--- config.mk ---
export PLATFORM = sky130hd
export DESIGN_NAME = cdc_request_arbiter
export DESIGN_NICKNAME = d
export VERILOG_FILES = /design/src/rtl/cdc_request_arbiter_pkg.sv /design/src/rtl/cdc_request_arbiter_rr.sv /design/src/rtl/cdc_request_arbiter_sync.sv /design/src/rtl/cdc_request_arbiter.sv
export SDC_FILE = /design/constraint.sdc
export NUM_CORES = 1
export LEC_CHECK = 0
export CORE_MARGIN = 4
export CORE_UTILIZATION = 44
export CTS_CLUSTER_SIZE = 24
export DETAILED_ROUTE_END_ITERATION = 10
export PLACE_DENSITY_LB_ADDON = 0.3
export SLEW_MARGIN = 20
export SYNTH_ARGS = -nofsm -noshare
export SYNTH_HDL_FRONTEND = slang
export SYNTH_SLANG_ARGS = --single-unit
--- constraint.sdc ---
create_clock -name clk -period 3.3 [get_ports clk]
set_clock_uncertainty 0.15 [all_clocks]
set_input_delay 0.66 -clock clk [delete_from_list [all_inputs] [get_ports clk]]
set_output_delay 0.66 -clock clk [all_outputs]
set_load 0.02 [all_outputs]
--- src/rtl/cdc_request_arbiter_pkg.sv ---
// cdc_request_arbiter_pkg: shared constants for the request arbiter and its ack synchronizer
package cdc_request_arbiter_pkg;
  localparam int SYNC_STAGES = 3;
  localparam int WARM_W = $clog2(SYNC_STAGES + 1);
endpackage

--- src/rtl/cdc_request_arbiter_rr.sv ---
// rr_arbiter: round-robin selection whose priority pointer moves past the client just served
module rr_arbiter
  import cdc_request_arbiter_pkg::*;
#(
  parameter int N = 4,
  localparam int IW = $clog2(N)
) (
  input  logic          clk,
  input  logic          reset,
  input  logic [N-1:0]  request,
  input  logic          advance,
  input  logic [IW-1:0] served,
  output logic [N-1:0]  grant,
  output logic [IW-1:0] grant_idx,
  output logic          any
);
  logic [IW-1:0] ptr;
  logic [IW-1:0] cand;
  always_ff @(posedge clk) begin
    if (reset) ptr <= '0;
    else if (advance) ptr <= (served == IW'(N - 1)) ? '0 : served + 1'b1;
  end
  // first requester at or after the pointer, wrapping around
  always_comb begin
    any = 1'b0;
    grant_idx = '0;
    cand = '0;
    for (int k = 0; k < N; k++) begin
      cand = IW'((int'(ptr) + k) % N);
      if (!any && request[cand]) begin
        any = 1'b1;
        grant_idx = cand;
      end
    end
  end
  assign grant = any ? ({{(N-1){1'b0}}, 1'b1} << grant_idx) : '0;
endmodule

--- src/rtl/cdc_request_arbiter_sync.sv ---
// synchronizer: multi-flop synchronizer bringing an asynchronous signal into the clk domain
module synchronizer
  import cdc_request_arbiter_pkg::*;
#(
  parameter int WIDTH = 1,
  parameter logic [WIDTH-1:0] RESET_STATE = '0,
  parameter int STAGES = SYNC_STAGES
) (
  input  logic             clk,
  input  logic             reset,
  input  logic [WIDTH-1:0] d,
  output logic [WIDTH-1:0] q
);
  logic [WIDTH-1:0] stage [STAGES];
  always_ff @(posedge clk) begin
    if (reset) begin
      for (int i = 0; i < STAGES; i++) stage[i] <= RESET_STATE;
    end else begin
      stage[0] <= d;
      for (int i = 1; i < STAGES; i++) stage[i] <= stage[i-1];
    end
  end
  assign q = stage[STAGES-1];
endmodule

--- src/rtl/cdc_request_arbiter.sv ---
// cdc_request_arbiter: shares one four-phase req/ack CDC channel between local clients, round-robin
module cdc_request_arbiter
  import cdc_request_arbiter_pkg::*;
#(
  parameter int NUM_REQUESTERS = 4,
  parameter int DATA_WIDTH = 32,
  localparam int IW = $clog2(NUM_REQUESTERS)
) (
  input  logic                               clk,
  input  logic                               reset,
  input  logic [NUM_REQUESTERS-1:0]          request_i,
  input  logic [NUM_REQUESTERS*DATA_WIDTH-1:0] request_data_i,
  output logic [NUM_REQUESTERS-1:0]          grant_o,
  output logic                               busy_o,
  output logic                               xfer_req_o,
  output logic [DATA_WIDTH-1:0]              xfer_data_o,
  output logic [IW-1:0]                      xfer_src_o,
  input  logic                               xfer_ack_i
);
  typedef enum logic [1:0] {IDLE, REQ, RELEASE} state_t;
  state_t state, state_n;
  logic ack_sync, pick_any, launch, acked, settled;
  logic [NUM_REQUESTERS-1:0] pick;
  logic [IW-1:0] pick_idx;
  logic [DATA_WIDTH-1:0] pick_data;
  logic [WARM_W-1:0] warm;
  synchronizer #(.WIDTH(1), .RESET_STATE(1'b0)) u_ack_sync (
    .clk(clk), .reset(reset), .d(xfer_ack_i), .q(ack_sync)
  );
  rr_arbiter #(.N(NUM_REQUESTERS)) u_rr (
    .clk(clk), .reset(reset), .request(request_i), .advance(acked), .served(xfer_src_o),
    .grant(pick), .grant_idx(pick_idx), .any(pick_any)
  );
  always_comb begin
    pick_data = '0;
    for (int n = 0; n < NUM_REQUESTERS; n++)
      pick_data |= request_data_i[n*DATA_WIDTH +: DATA_WIDTH] & {DATA_WIDTH{pick[n]}};
  end
  // synchronizer flops clear on reset, so ack_sync is untrustworthy until they have refilled
  assign settled = warm == WARM_W'(SYNC_STAGES);
  assign launch = state == IDLE && settled && !ack_sync && pick_any;
  assign acked = state == REQ && ack_sync;
  always_comb begin
    state_n = launch ? REQ
            : acked ? RELEASE
            : (state == RELEASE && !ack_sync) ? IDLE
            : state;
  end
  assign grant_o = acked ? ({{(NUM_REQUESTERS-1){1'b0}}, 1'b1} << xfer_src_o) : '0;
  assign busy_o = state != IDLE;
  always_ff @(posedge clk) begin
    if (reset) begin
      state <= IDLE;
      xfer_req_o <= 1'b0;
      xfer_data_o <= '0;
      xfer_src_o <= '0;
      warm <= '0;
    end else begin
      state <= state_n;
      xfer_req_o <= state_n == REQ;
      if (launch) begin
        xfer_data_o <= pick_data;
        xfer_src_o <= pick_idx;
      end
      if (!settled) warm <= warm + 1'b1;
    end
  end
endmodule
# Yosys cells after proc, flatten, opt, wreduce, memory -nomap -nowiden
# Memories as Yosys holds them, arrays and structs flattened.
# Cells that the tools add are included.
[word_totals]
reg_bits = 41
mem_bits_rw = 3
inputBits = 135
out_inout_bits = 40
wordCells = 75
memories = 1
[op_classes]
n_addsub = 5
n_lt_le_gt_ge = 4
n_eq_ne = 5
n_shift = 2
mux = 28
bitwise_logic = 10
n_reduce_logical = 14
[mem_list]
columns = ["name", "depth", "width", "rd", "rd_ports_with_merged_regs", "write_ports", "line", "text"]
rows = [
  ["u_ack_sync.stage", 3, 1, 3, 0, 3, "cdc_request_arbiter_sync.sv:14", "logic [WIDTH-1:0] stage [STAGES];"],
]
[ops]
columns = ["operator", "n"]
rows = [
  ["32-bit bitwise AND", 4],
  ["32-bit bitwise OR", 3],
  ["2-bit two-way mux", 8],
  ["1-bit two-way mux", 14],
  ["2-bit by 3-bit less-than comparator with 1-bit output (second input constant)", 4],
  ["1-bit binary-select mux with 2-bit select", 4],
  ["1-bit logical AND", 8],
  ["4-bit two-way mux", 2],
  ["1-bit by 2-bit << shifter with 4-bit output (first input constant)", 2],
  ["2-bit by 1-bit adder with 2-bit output (second input constant)", 3],
  ["2-bit equality test (second input constant)", 3],
  ["2-bit adder (second input constant)", 2],
  ["2-bit by 1-bit equality test with 1-bit output (second input constant)", 2],
  ["1-bit logical NOT", 4],
  ["1-bit bitwise OR", 3],
  ["2-bit logical NOT", 1],
  ["2-bit nonzero test", 1],
]

# Depth between registers and ports, before layout
[depth]
ltp_word = 18
ltp_mapped = 6
mapped_depth_nobuf = 4

# Cells and area by module
# A second synthesis with hierarchy kept.
[unflattened]
cells_unflattened = 271
area_unflattened_um2 = 2648.8
[by_module_without_submodules]
columns = ["module", "n_inst", "cells_per_inst", "area_per_inst_um2", "seq_area_each_um2"]
rows = [
  ["cdc_request_arbiter", 1, 222, 2262.2, 780.7],
  ["rr_arbiter", 1, 43, 307.8, 40.0],
  ["synchronizer", 1, 6, 78.8, 60.1],
]

# Least setup slack after synthesis
# Ideal clock, no wire load.
[synth_timing]
path_kind = "input port to flip-flop"
startpoint = "in request_i[1]"
endpoint = "reg xfer_data_o[4]"
setup_ns = 0.147
arrival_ns = 1.834
required_ns = 3.003
path_slack_ns = 1.170
path_stages = 6
path_buffers = 2
cell_sequence = "or4_4 and4b_1 buf_2 buf_6 nor2_1 a311oi_2"
[synth_via]
elab_chain_len = 18
elab_cells_between_ends = 32
classes_between = "shift (1); mux (17); bitwise (7); reduce/logical (7)"
[synth_lines]
columns = ["item", "line", "text"]
rows = [
  ["from (decl)", "cdc_request_arbiter.sv:11", "input logic [NUM_REQUESTERS-1:0] request_i,"],
  ["1-bit binary-select mux with 2-bit select", "cdc_request_arbiter_rr.sv:30", "if (!any && request[cand]) begin"],
  ["1-bit two-way mux (not written as such)", "cdc_request_arbiter_rr.sv:30", ""],
  ["1-bit two-way mux", "cdc_request_arbiter_rr.sv:30", ""],
  ["1-bit logical NOT", "cdc_request_arbiter_rr.sv:30", ""],
  ["1-bit logical AND", "cdc_request_arbiter_rr.sv:30", ""],
  ["1-bit two-way mux", "cdc_request_arbiter_rr.sv:30", ""],
  ["1-bit logical NOT", "cdc_request_arbiter_rr.sv:30", ""],
  ["1-bit logical AND", "cdc_request_arbiter_rr.sv:30", ""],
  ["1-bit two-way mux", "cdc_request_arbiter_rr.sv:30", ""],
  ["1-bit logical NOT", "cdc_request_arbiter_rr.sv:30", ""],
  ["1-bit logical AND", "cdc_request_arbiter_rr.sv:30", ""],
  ["2-bit two-way mux", "cdc_request_arbiter_rr.sv:30", ""],
  ["1-bit by 2-bit << shifter with 4-bit output", "cdc_request_arbiter_rr.sv:36", "assign grant = any ? ({{(N-1){1'b0}}, 1'b1} << grant_idx) : '0;"],
  ["4-bit two-way mux", "cdc_request_arbiter_rr.sv:36", ""],
  ["32-bit bitwise AND", "cdc_request_arbiter.sv:37", "pick_data |= request_data_i[n*DATA_WIDTH +: DATA_WIDTH] & {DATA_WIDTH{pick[n]}};"],
  ["32-bit bitwise OR (3 in a row)", "cdc_request_arbiter.sv:37", ""],
  ["to (signal assigned)", "cdc_request_arbiter.sv:62", "xfer_data_o <= pick_data;"],
  ["to (decl)", "cdc_request_arbiter.sv:16", "output logic [DATA_WIDTH-1:0] xfer_data_o,"],
]
# Several ways; a longest one is shown, not always the timed one. The select of a mux whose other input is x is not followed.
# A chain may end at the register's enable or synchronous reset.

# Final worst setup path
[layout_timing]
startpoint = "in request_i[0]"
endpoint = "reg xfer_data_o[23]"
# The elaborated chain is that of the path after synthesis.

==> metrics.txt <==
outcome=completed; drt drc=0; post-layout min period=2.89 ns; Vias/cell=5.97; RePlAce Congestion=0.829; crit path from=request_i[0]; DR pass1 iterations=5; most frequent cells in the layout=clkdlybuf4s50_1 (173), nand2_1 (72), a211oi_1 (64), dfxtp_1 (44); Syn Inst Count=418; gr ovfl total=0; Worst path max stage delay=0.92 ns; hold buffer count at CTS=0; Post-CTS Setup Inserts=0; synth top area cells=dfxtp_1 (26%), a211oi_1 (14%), a311oi_2 (12%); Hold Fails Final Rpt=0; vias=3974; vias in the first global route=3935; Worst R2R Start=u_rr.ptr[0]; Startpoint Class=input port; Async SR Flop Fraction=0; P_int=0.00119 W; Max Clk Rate=0.346 GHz; Ant. Diodes=0; WL met1=4700 um; Nets=706; non-filler cells, final=666; Yosys reg bits=44; Leakage=1.90 nW; initial antenna violation count=0; die width=95.5 um; hpwl dp=8750 um; PostCTS Resize Cnt=0; H-tree depth=2; max_slew headroom=0.325; Net Sw Frac=0.318; syn_nets=558; maximum vdd drop=0.197 mV; uppermost routed layer=met4; Seq/Total Area, Yosys=0.261; post-synth top area cell=dfxtp_1; Final setup violation count=0; DRT iter0 DRCs=261; number of port buffers=174; die area=9130 sq um; Reg power frac=0.356; FILL cells=605; crit-path cells=clkdlybuf4s50_1 -> or4_4 -> and4b_2 -> nor2_1 -> a311oi_1; Worst path slowest cell=and4b_2; first-pass GRT wire length=18600 um; die height=95.5 um; Reg clk slew, reported paths=0.08 ns; CTS Sinks=44; fin util=0.718; Syn Area/Cell=8.07 sq um; HP Class=reg2reg; ANT nets after route=0; starting density of the core=0.458; CTS tree=built; root buf cell=clkbuf_8; total CTS buffers=5; Gate power share=0.388; Post-Place Worst Slack=0.111 ns; Max-Cap Viols=0; clk buf depth=2; mapped cell area=3370 sq um; final WL=12300 um; clk_lat worst skew=0.30 ns; placed insts=657; final worst slack=0.409 ns; pin count of the biggest net entering global routing=45; Placeable Area=7370 sq um; Critical Path AT=2.94 ns; Synth cell types=39; routed len/inst=18.4 um; main flop type after synthesis=dfxtp_1; hold_sp=u_ack_sync.stage[0][0]; RSZ-0062 raised after global routing=false; layout cell share with drive strength beyond 1=0.153; Least-Margin Pin Slew=1.01 ns; CP Max Fanout=33; gr usage total=0.256; Post-synth EDFFs=0; CP endpoint kind=register; final count of pins violating max slew=0; switching power=0.000555 W; Crit Path Class=in2reg; Setup TNS Final=0 ns; row cnt=31; routed wl met2=6020 um; Top delay family on crit path=simple AND/OR/NAND/NOR gates; synthesis-to-finish area growth=57.0%; clock share of power=0.256; count of buffer and inverter cells on the critical path=1; pwr/cell area=329 nW/um^2; YS warnings=0; fin crit share=0.876; post-synth top area share=0.261; data required time of the worst path=3.34 ns; DR WL met3=1230 um; commonest non-fill, non-tap cell in the layout=clkdlybuf4s50_1; num ports=175
## cells by family (layout without fill, tap and decap cells)
kind of cell,after synthesis,in the layout,synth area share
adder cells (fa/ha/maj),5,5,0.0186
multiplexers,2,2,0.00594
AND/OR/NAND/NOR,163,163,0.248
buffers and inverters,53,202,0.0772
flip-flops,44,44,0.261
AO/OA/AOI/OAI,150,150,0.386
XOR/XNOR,1,1,0.00260
## final timing paths
check / to / slack [ns] / cells past startpoint
max: xfer_data_o[23] / 0.41 / 5
min: u_ack_sync.stage[0][1] / 0.30 / 1
max reg2reg: xfer_data_o[23] / 0.83 / 5
min reg2reg: u_ack_sync.stage[0][1] / 0.30 / 1
## cells in the mapped netlist, drive strengths merged (2+ instances only)
library cell / number
buf: 22
nor2b: 5
a211oi: 64
clkbuf: 28
a311oi: 32
nor2: 39
and3: 32
o211ai: 32
nand2b: 2
or2: 2
o21a: 3
o21ai: 3
ha: 5
or4: 2
and2: 4
a21oi: 11
inv: 3
nand2: 72
dfxtp: 44
mux2i: 2
## registers in the layout, indices dropped and copies added (netlist names)
name	cells
xfer_data_o	32
u_ack_sync.stage	3
state	2
u_rr.ptr	2
warm	2
xfer_src_o	2
xfer_req_o	1
## metal layers
metal  vias to the layer above  global-route usage
met5                         -                   0
met4                         0               0.116
met3                        30              0.0545
met2                       220               0.444
met1                      1845               0.300
li1                       1879                   -
## stage by stage
stage / power, W / hold slack, ns / cell area, sq um
detailed placement: 0.00130 / 0.285 / 5140
CTS: 0.00175 / 0.306 / 5260
global route: 0.00182 / 0.330 / 5290
floorplan: 0.000984 / 0.264 / 3370
global placement: 0.00129 / 0.283 / 5140
finish: 0.00174 / 0.304 / 5290
## area by class of cell
| class | count | area, sq um | share of cell area |
|---|---|---|---|
| Clock buffer | 6 | 82.6 | 0.0156 |
| Clock inverter | 2 | 38.8 | 0.00733 |
| Inverter | 3 | 11.3 | 0.00213 |
| Multi-Input combinational cell | 321 | 2250 | 0.424 |
| Sequential cell | 44 | 881 | 0.166 |
| Tap cell | 99 | 124 | 0.0234 |
| Timing Repair Buffer | 191 | 1910 | 0.361 |
## power groups by stage
stage / logic, W / clock network (W) / registers, W
final: 0.000677 / 0.000446 / 0.000621
after global routing: 0.000723 / 0.000473 / 0.000628
after CTS: 0.000672 / 0.000458 / 0.000621
after detailed placement: 0.000670 / 0 / 0.000633
after global placement: 0.000655 / 0 / 0.000630
after floorplan: 0.000300 / 0 / 0.000684
No activity file was read; power rests on OpenSTA's default activity.
